==> src/rtl/encoder_pkg.sv <==
// Shared types and helpers for the quadrature encoder speed front end.
// Holds widths, direction codes, and the (prev, cur) Gray-code step decoder.
package encoder_pkg;

    localparam int FEED_W = 8;
    localparam int ACC_W  = 16;

    typedef logic [1:0] quad_state_t;

    localparam logic DIR_FWD = 1'b0;
    localparam logic DIR_REV = 1'b1;

    typedef struct packed {
        logic inc;
        logic dec;
        logic illegal;
    } quad_evt_t;

    // Position of a {A,B} state on the forward cycle 00->10->11->01.
    function automatic logic [1:0] quad_pos(quad_state_t s);
        return {s[0], s[1] ^ s[0]};
    endfunction

    // One step forward is +1 mod 4, back is -1, a jump of 2 is illegal.
    function automatic quad_evt_t quad_decode(quad_state_t prev,
                                              quad_state_t cur);
        logic [1:0] step;
        quad_evt_t  e;
        step      = quad_pos(cur) - quad_pos(prev);
        e.inc     = (step == 2'd1);
        e.dec     = (step == 2'd3);
        e.illegal = (step == 2'd2);
        return e;
    endfunction

endpackage

==> src/rtl/encoder_speed_meas_if.sv <==
// Speed result bundle delivered to the PID feedback input.
// master drives feed/dir/feed_valid/enc_err; slave observes them.
interface encoder_speed_meas_if;
    import encoder_pkg::*;

    logic [FEED_W-1:0] feed;
    logic              dir;
    logic              feed_valid;
    logic              enc_err;

    modport master (output feed, output dir,
                    output feed_valid, output enc_err);
    modport slave  (input feed, input dir,
                    input feed_valid, input enc_err);

endinterface

==> src/rtl/encoder_speed_meas_quad_decoder.sv <==
// Synchronises the A/B pins and decodes 4x quadrature steps.
// Ports: clk, reset, enc_a, enc_b in; inc, dec, illegal single-cycle pulses out.
module quad_decoder
    import encoder_pkg::*;
(
    input  logic clk,
    input  logic reset,
    input  logic enc_a,
    input  logic enc_b,
    output logic inc,
    output logic dec,
    output logic illegal
);

    quad_state_t s1;
    quad_state_t cur;
    quad_state_t prev;
    logic [1:0]  fill;
    logic        primed;
    quad_evt_t   evt;

    // The synchroniser holds reset zeros for two cycles after release,
    // so priming waits for the first real pin sample to reach cur.
    always_ff @(posedge clk) begin
        if (reset) begin
            s1     <= '0;
            cur    <= '0;
            prev   <= '0;
            fill   <= '0;
            primed <= 1'b0;
        end else begin
            s1   <= {enc_a, enc_b};
            cur  <= s1;
            prev <= cur;
            fill <= {fill[0], 1'b1};
            if (fill[1]) begin
                primed <= 1'b1;
            end
        end
    end

    assign evt     = quad_decode(prev, cur);
    assign inc     = primed & evt.inc;
    assign dec     = primed & evt.dec;
    assign illegal = primed & evt.illegal;

endmodule

==> src/rtl/encoder_speed_meas.sv <==
// Quadrature encoder speed meter: signed edge count per fixed window.
// Ports: clk, reset, enc_a, enc_b in; out (master) carries feed/dir/valid/err.
module encoder_speed_meas
    import encoder_pkg::*;
#(
    parameter int WINDOW_CYCLES = 100000,
    parameter bit INVERT_DIR    = 1'b0
) (
    input  logic                 clk,
    input  logic                 reset,
    input  logic                 enc_a,
    input  logic                 enc_b,
    encoder_speed_meas_if.master out
);

    localparam int WCNT_W = $clog2(WINDOW_CYCLES);

    localparam logic [WCNT_W-1:0] WLAST = WCNT_W'(WINDOW_CYCLES - 1);
    localparam logic [WCNT_W-1:0] WONE  = 1;

    localparam logic signed [ACC_W-1:0] ACC_MAX = {1'b0, {(ACC_W-1){1'b1}}};
    localparam logic signed [ACC_W-1:0] ACC_MIN = {1'b1, {(ACC_W-1){1'b0}}};
    localparam logic signed [ACC_W-1:0] ACC_ONE = 1;
    localparam logic [ACC_W:0]          MAG_ONE = 1;

    logic inc;
    logic dec;
    logic illegal;
    logic up;
    logic dn;
    logic terminal;
    logic err_w;
    logic err_nxt;

    logic [WCNT_W-1:0]       wcnt;
    logic signed [ACC_W-1:0] acc;
    logic signed [ACC_W-1:0] acc_nxt;
    logic [ACC_W:0]          ext;
    logic [ACC_W:0]          mag;
    logic [FEED_W-1:0]       feed_nxt;

    quad_decoder u_dec (
        .clk     (clk),
        .reset   (reset),
        .enc_a   (enc_a),
        .enc_b   (enc_b),
        .inc     (inc),
        .dec     (dec),
        .illegal (illegal)
    );

    assign up       = INVERT_DIR ? dec : inc;
    assign dn       = INVERT_DIR ? inc : dec;
    assign terminal = (wcnt == WLAST);
    assign err_nxt  = err_w | illegal;

    // Saturating accumulate, then a 17-bit magnitude so -32768 is exact.
    always_comb begin
        acc_nxt = acc;
        if (up && acc != ACC_MAX) begin
            acc_nxt = acc + ACC_ONE;
        end else if (dn && acc != ACC_MIN) begin
            acc_nxt = acc - ACC_ONE;
        end
        ext      = {acc_nxt[ACC_W-1], acc_nxt};
        mag      = acc_nxt[ACC_W-1] ? (~ext + MAG_ONE) : ext;
        feed_nxt = (|mag[ACC_W:FEED_W]) ? '1 : mag[FEED_W-1:0];
    end

    always_ff @(posedge clk) begin
        if (reset) begin
            wcnt           <= '0;
            acc            <= '0;
            err_w          <= 1'b0;
            out.feed       <= '0;
            out.dir        <= DIR_FWD;
            out.feed_valid <= 1'b0;
            out.enc_err    <= 1'b0;
        end else begin
            out.feed_valid <= terminal;
            if (terminal) begin
                wcnt        <= '0;
                acc         <= '0;
                err_w       <= 1'b0;
                out.feed    <= feed_nxt;
                out.enc_err <= err_nxt;
                if (acc_nxt != '0) begin
                    out.dir <= acc_nxt[ACC_W-1] ? DIR_REV : DIR_FWD;
                end
            end else begin
                wcnt  <= wcnt + WONE;
                acc   <= acc_nxt;
                err_w <= err_nxt;
            end
        end
    end

endmodule

==> src/flat_wrapper.sv <==
// flat-port wrapper written by rule: the top's interface ports become plain ports
module encoder_speed_meas_flat import encoder_pkg::*;
#(
    parameter int WINDOW_CYCLES = 100000,
    parameter bit INVERT_DIR    = 1'b0
)
  (clk, reset, enc_a, enc_b, out_feed, out_dir, out_feed_valid, out_enc_err);
  encoder_speed_meas_if out_i ();
  input  logic clk;
  input  logic reset;
  input  logic enc_a;
  input  logic enc_b;
  output wire logic [$bits(out_i.feed)-1:0] out_feed;
  output wire logic [$bits(out_i.dir)-1:0] out_dir;
  output wire logic [$bits(out_i.feed_valid)-1:0] out_feed_valid;
  output wire logic [$bits(out_i.enc_err)-1:0] out_enc_err;
  assign out_feed = out_i.feed;
  assign out_dir = out_i.dir;
  assign out_feed_valid = out_i.feed_valid;
  assign out_enc_err = out_i.enc_err;
  encoder_speed_meas #(.WINDOW_CYCLES(WINDOW_CYCLES), .INVERT_DIR(INVERT_DIR)) u_core (.clk(clk), .reset(reset), .enc_a(enc_a), .enc_b(enc_b), .out(out_i));
endmodule
==> config.mk <==
export PLATFORM = sky130hd
export DESIGN_NAME = encoder_speed_meas_flat
export DESIGN_NICKNAME = d
export VERILOG_FILES = /design/src/rtl/encoder_pkg.sv /design/src/rtl/encoder_speed_meas_if.sv /design/src/rtl/encoder_speed_meas_quad_decoder.sv /design/src/rtl/encoder_speed_meas.sv /design/src/flat_wrapper.sv
export SDC_FILE = /design/constraint.sdc
export NUM_CORES = 1
export LEC_CHECK = 0
export BUFFER_PORTS_ARGS = -buffer_cell sky130_fd_sc_hd__buf_2
export CAP_MARGIN = 20
export CELL_PAD_IN_SITES_DETAIL_PLACEMENT = 1
export CELL_PAD_IN_SITES_GLOBAL_PLACEMENT = 1
export CORE_MARGIN = 2
export CORE_UTILIZATION = 35
export CTS_BUF_LIST = sky130_fd_sc_hd__clkbuf_8
export DETAILED_ROUTE_END_ITERATION = 8
export PLACE_DENSITY = 0.69
export SYNTH_ARGS = -nofsm -noshare
export SYNTH_HDL_FRONTEND = slang
export SYNTH_SLANG_ARGS = --single-unit
export TNS_END_PERCENT = 10
==> constraint.sdc <==
create_clock -name clk -period 9.8 [get_ports clk]
set_input_delay 2.45 -clock clk [delete_from_list [all_inputs] [get_ports clk]]
set_output_delay 2.45 -clock clk [all_outputs]
set_load 0.05 [all_outputs]
# Word level (Yosys, flattened, before mapping)
# Cells that the tools add are included.
[word_totals]
register_bits = 54
wordCells = 43
[op_classes]
reduce_logical = 6
n_eq_ne = 6
add_sub_neg = 5
n_bitwise = 7
n_mux = 6
[op_table]
columns = ["operator", "count"]
rows = [
  ["adder 17 x 1 -> 17 bit, second input constant", 2],
  ["two-way mux 16 bit", 2],
  ["inequality test 16 bit, second input constant", 2],
  ["equality test 17 bit, second input constant", 1],
  ["two-way mux 17 bit", 1],
  ["NOT 17 bit", 1],
  ["adder 16 x 2 -> 16 bit, second input constant", 1],
  ["nonzero test 16 bit", 1],
  ["subtractor 16 x 2 -> 16 bit, second input constant", 1],
  ["OR reduction 9 bit", 1],
  ["two-way mux 8 bit", 1],
  ["equality test 2 bit, second input constant", 2],
  ["AND 1 bit", 3],
  ["equality test 2 x 1 -> 1 bit, second input constant", 1],
  ["logical AND 1 bit", 2],
  ["two-way mux 1 bit", 2],
  ["AND reduction 2 bit", 1],
  ["OR reduction 2 bit", 1],
  ["subtractor 2 bit", 1],
  ["bitwise XOR 1 bit", 2],
  ["OR 1 bit", 1],
]

# Depth between registers and ports, before layout
[logic_depth]
word_depth = 12
mapped_depth = 14

# By module
# From an unflattened synthesis, not the netlist that was laid out.
[hier_totals]
hier_cells = 411
area_unflattened_um2 = 3330.7
[modules_own_cells]
columns = ["mod", "cells_each", "seq_area_each_um2", "instances", "area_per_inst_um2"]
rows = [
  ["encoder_speed_meas", 384, 900.9, 1, 3012.9],
  ["quad_decoder", 27, 180.2, 1, 317.8],
]

# Worst setup path before layout
# Ideal clock, no wire load.
[synth_path]
kind = "flip-flop to flip-flop"
from = "register u_core.u_dec.prev[0]"
to = "register u_core.out.feed[1]"
t_arrival_ns = 3.294
path_stages_with_launch = 13
setup_slack_ns = 6.368
required_time_ns = 9.662
cell_sequence = "dfxtp_1 -> xor2_1 -> ha_1 -> xor3_2 -> and3_4 -> o211a_1 -> or3_4 -> a221oi_4 -> or4b_1 -> a211oi_2 -> nor2_1 -> nor4_4 -> a31oi_1"
[synth_between]
elab_chain_len = 12
word_cells_on_any_way = 15
classes_between = "add/sub: 2; eq/ne: 2; mux: 4; bitwise: 4; reduce/logical: 3"
[synth_rtl]
columns = ["item", "line_no", "source"]
rows = [
  ["start, declared", "encoder_speed_meas_quad_decoder.sv:17", "quad_state_t prev;"],
  ["start signal, assigned", "encoder_speed_meas_quad_decoder.sv:34", "prev <= cur;"],
  ["bitwise XOR 1 bit", "encoder_pkg.sv:21", "return {s[0], s[1] ^ s[0]};"],
  ["subtractor 2 bit *", "encoder_pkg.sv:29", "step = quad_pos(cur) - quad_pos(prev);"],
  ["equality test 2 bit", "encoder_pkg.sv:31", "e.dec = (step == 2'd3);"],
  ["AND 1 bit", "encoder_speed_meas_quad_decoder.sv:44", "assign dec = primed & evt.dec;"],
  ["logical AND 1 bit", "encoder_speed_meas.sv:62", "end else if (dn && acc != ACC_MIN) begin"],
  ["two-way mux 16 bit", "encoder_speed_meas.sv:62", ""],
  ["two-way mux 16 bit *", "encoder_speed_meas.sv:60", "if (up && acc != ACC_MAX) begin"],
  ["NOT 17 bit", "encoder_speed_meas.sv:66", "mag = acc_nxt[ACC_W-1] ? (~ext + MAG_ONE) : ext;"],
  ["adder 17 x 1 -> 17 bit", "encoder_speed_meas.sv:66", ""],
  ["two-way mux 17 bit *", "encoder_speed_meas.sv:66", ""],
  ["OR reduction 9 bit", "encoder_speed_meas.sv:67", "feed_nxt = (|mag[ACC_W:FEED_W]) ? '1 : mag[FEED_W-1:0];"],
  ["two-way mux 8 bit *", "encoder_speed_meas.sv:67", ""],
  ["end signal, assigned", "encoder_speed_meas.sv:85", "out.feed <= feed_nxt;"],
  ["end, declared", "encoder_speed_meas_if.sv:11", "modport master (output feed, output dir,"],
]
# Every way passes the cells marked *; elsewhere a longest branch is shown, timed or not.
# A chain may end at the register's enable or synchronous reset.

# Final worst setup path
[layout_path]
from = "register u_core.u_dec.prev[0]"
to = "register u_core.out.feed[5]"
# Same word-level chain as after synthesis.

==> results.txt <==
----------------------------------------------------
[Timing]
  Total Neg Setup Slack ... 0 ps
  Post-route minimum period ... 4440 ps
  Number of endpoints with negative hold slack in the final report ... 0
  Final cycle utilization of the critical path ... 45.3%
  Setup slack after layout ... 5360 ps
  RSZ-0062 raised after global routing ... false
  Slew Limit Fails ... 0
  Worst slew margin relative to its limit ... 50.0%
  Maximum clock frequency ... 0.225 GHz
  Final Skew ... 5.48 ps
  Setup-violating endpoint count in the final report ... 0
  Transition at the pin with the smallest max-transition slack ... 745 ps

[Synth]
  Fraction of registers with async set/reset ... 0%
  Yosys cell types ... 66
  Compound-gate portion of the synthesized area ... 16.4%
  Commonest cells post-synth ... 57 x nor2_1, 54 x dfxtp_1, 21 x nand2_1, 20 x xnor2_1
  Most numerous cell in the Yosys netlist ... nor2_1
  Most area-hungry cell type in the Yosys netlist ... dfxtp_1
  Netlist Area Pre-Place ... 0.00322 mm2
  Synth Net Count ... 389
  Post-synthesis share of cell area spent on xor and xnor gates ... 11.5%
  Post-Syn Instances ... 379
  Leading register cell type out of synthesis ... dfxtp_1
  Share of cell area taken by muxes after synthesis ... 0.971%
  Area fraction of the dominant cell type after synthesis ... 33.6%
  Number of synthesized register bits ... 54
  Number of enable-type register cells in the synthesized netlist ... 0
  Leading post-synthesis cells by cell area ... dfxtp_1 34%, nor2_1 6.6%, xnor2_1 5.4%
  Sequential area share after synthesis ... 33.6%
  Simple logic cell fraction of the synthesized area ... 31.7%
  Largest family of logic cells by synthesized area ... simple AND/OR/NAND/NOR gates
  Synth Warn # ... 0
  Area share of fa/ha/maj cells after synthesis ... 2.33%
  Mapped Avg Cell Area ... 8.50 um2

[Layout]
  Diode insertion count for antenna repair ... 0
  Final cell area excluding filler cells ... 0.00349 mm2
  Flip-flop and latch area ... 0.00108 mm2
  Area of the multi-input gates ... 0.00203 mm2
  Share of final-layout standard cells stronger than drive strength 1 ... 11.6%
  Area added between synthesis and finish ... 8.24%
  Number of fill cells in the layout ... 1067
  Net total in the final layout ... 396

[CTS]
  Longest Clk Path Bufs ... 2
  Clock tree root buffer cell ... clkbuf_8
  Maximum level of the CTS H-tree ... 2
  Post-cts sizing count ... 0
  Quantity of hold-fixing buffers added after cts ... 0
  Count of clock tree sinks ... 54
  Clock slew seen by the registers of the worst setup and hold paths ... 100 ps
  Number of buffers inserted by post-CTS setup repair ... 0
  TritonCTS clock tree ... built
  CTS Buf Count ... 5
  Insertion delay to the later sink of the worst-skew pair ... 310 ps

[Pwr]
  Leakage power ... 1.29 nW
  Power per cell area ... 146 mW/mm2
  Peak supply drop ... 0.0812 mV
  Final Total Pwr ... 0.509 mW

[Min path]
  Startpoint of the lowest-slack hold path ... u_core.wcnt[0]
  Count of cells along the worst hold path ... 1
  Hold Path Class ... reg2reg
  Worst hold endpoint ... u_core.wcnt[0]

[Floorplan]
  Total I/O pin count ... 15
  Site row count ... 35
  Height of the chip ... 99.9 um
  Horizontal extent of the die ... 99.9 um
  Initial core utilization ... 35.5%
  Core Footprint ... 0.00906 mm2
  Die Area ... 0.00999 mm2

[Run]
  Max-capacitance violation count ... 0

[Worst setup path]
  Terminus of the critical flop-to-flop path ... u_core.out.feed[5]
  Worst Path Max Fanout ... 8
  Critical path class ... reg2reg
  Startpoint of the most critical register-to-register path ... u_core.u_dec.prev[0]
  Flop-to-flop setup slack ... 5360 ps
  Kind of end point of the critical path ... register
  Worst R2R Path Depth ... 14
  Data arrival time at the worst-slack endpoint ... 4620 ps
  Kind of start point of the critical path ... register
  Required @ worst endpoint ... 9990 ps

[GRT]
  Total global routing overflow ... 0
  Pin count of the biggest net entering global routing ... 34
  Overall fraction of global-route tracks in use ... 18.4%
  Initial antenna violation count ... 0
  Number of global-route vias before repair ... 2810
  Global-route wire length before repair ... 14.8 mm

[Routing]
  Residual DRC ... 0
  Met3 WL post-DR ... 378 um
  Top metal layer carrying routed signals ... met4
  Via density ... 5.78
  Total vias in the final route ... 2879
  Total routed wire length on the met1 layer ... 4.22 mm
  Iter 0 DRT Violations ... 263
  Met2 wire length ... 4.05 mm
  Drt pass-1 iters ... 5
  Post-Route WL ... 8.74 mm
  Average detailed-routed wire length per instance ... 17.5 um
  Number of nets with antenna violations after routing ... 0

[Run status]
  Status ... finished, final reports clean

[Placed design]
  Final weighted congestion in routability-driven placement ... 0.961
  DP Area ... 0.00336 mm2
  Count of port buffers added during placement ... 14
  Worst slack at placement ... 5460 ps
  Detailed-placement wirelength estimate ... 6.54 mm

----------------------------------------------------
## registers in the layout, summed over array words and instances (netlist names)
name,cells
u_core.u_dec.s1,2
u_core.wcnt,17
u_core.u_dec.prev,2
u_core.out.feed_valid,1
u_core.u_dec.cur,2
u_core.out.enc_err,1
u_core.out.dir,1
u_core.acc,16
u_core.u_dec.fill,2
u_core.err_w,1
u_core.u_dec.primed,1
u_core.out.feed,8
## area by class of cell
class | count | share of cell area (%)
Tap cell | 111 | 3.98
Inverter | 9 | 0.969
Timing Repair Buffer | 16 | 2.44
Clock buffer | 6 | 2.37
Multi-Input combinational cell | 300 | 58.1
Sequential cell | 54 | 31.0
Clock inverter | 2 | 1.11
## worst max-delay path by stage
stage	from	endpoint	slack, ps	depth (start not counted)
2_1_floorplan	u_core.u_dec.prev[0]	u_core.out.feed[1]	6370	12
3_3_place_gp	u_core.u_dec.prev[0]	u_core.out.feed[7]	5590	14
3_5_place_dp	u_core.u_dec.prev[0]	u_core.out.feed[5]	5460	14
4_1_cts	u_core.u_dec.prev[0]	u_core.out.feed[5]	5400	14
5_1_grt	u_core.u_dec.prev[0]	u_core.out.feed[4]	4870	14
6_report	u_core.u_dec.prev[0]	u_core.out.feed[5]	5360	14
## layout by cell type (no fill, tap or decap), types with 2 or more instances in the layout
| cell | n |
|---|---|
| a2111oi_0 | 2 |
| o22ai_1 | 2 |
| nand3_1 | 17 |
| ha_1 | 6 |
| nor2_1 | 57 |
| and2_1 | 7 |
| nand2_1 | 21 |
| or3_1 | 3 |
| a31o_2 | 2 |
| clkbuf_8 | 6 |
| nor2b_1 | 15 |
| o21a_1 | 3 |
| o211ai_1 | 4 |
| nor3_1 | 10 |
| a31oi_1 | 10 |
| nor4_1 | 5 |
| o31ai_1 | 2 |
| and3_1 | 8 |
| buf_2 | 14 |
| a32oi_1 | 3 |
| nand4b_1 | 2 |
| dfxtp_1 | 54 |
| o2111ai_1 | 3 |
| nor4_4 | 3 |
| inv_1 | 8 |
| o21ai_0 | 15 |
| buf_4 | 2 |
| a21oi_1 | 13 |
| xor2_1 | 17 |
| nand4_1 | 12 |
| xnor2_1 | 20 |
| mux2i_1 | 2 |
| and3_4 | 2 |
| a211oi_1 | 2 |
| nor4b_1 | 3 |
## routing by layer
| metal | GRT usage, % | up-vias |
|---|---|---|
| met1 | 26.1 | 1398 |
| met5 | 0 | - |
| met4 | 3.90 | 0 |
| met2 | 30.2 | 89 |
| met3 | 2.16 | 9 |
| li1 | - | 1383 |
## report_power, final
| group | leakage, nW | switching (mW) | total, mW | internal [mW] |
|---|---|---|---|---|
| logic | 0.790 | 0.0698 | 0.112 | 0.0418 |
| clock network | 0.0618 | 0.0786 | 0.163 | 0.0842 |
| registers | 0.438 | 0.00916 | 0.235 | 0.225 |
| total | 1.29 | 0.157 | 0.509 | 0.351 |
## metrics by stage
step | hold slack, ps | instances | util, %
2_1_floorplan | 411 | 379 | -
3_3_place_gp | 416 | 490 | 37.1
3_5_place_dp | 434 | 490 | 37.1
4_1_cts | 457 | 498 | 38.5
5_1_grt | 474 | 498 | 38.5
6_report | 449 | 498 | 38.5
## cells by family (layout without fill, tap and decap cells)
group,after synthesis,in the layout
AND/OR/NAND/NOR,179,179
AO/OA/AOI/OAI,73,73
flip-flops,54,54
XOR/XNOR,39,39
buffers and inverters,25,33
adder cells (fa/ha/maj),6,6
multiplexers,3,3
## worst max-delay path: stages (launching register included)
cell and delay, ps:
dfxtp_1 420, xor2_1 170, ha_1 270, nor2b_1 560
nand2_1 230, a21oi_1 340, nor2_1 80, o31ai_1 440
ha_1 280, nand2_1 100, nor4_2 440, a31o_2 240
o221ai_2 110, nor4_4 470, a31oi_1 160
Power figures use the tool's default switching activity.
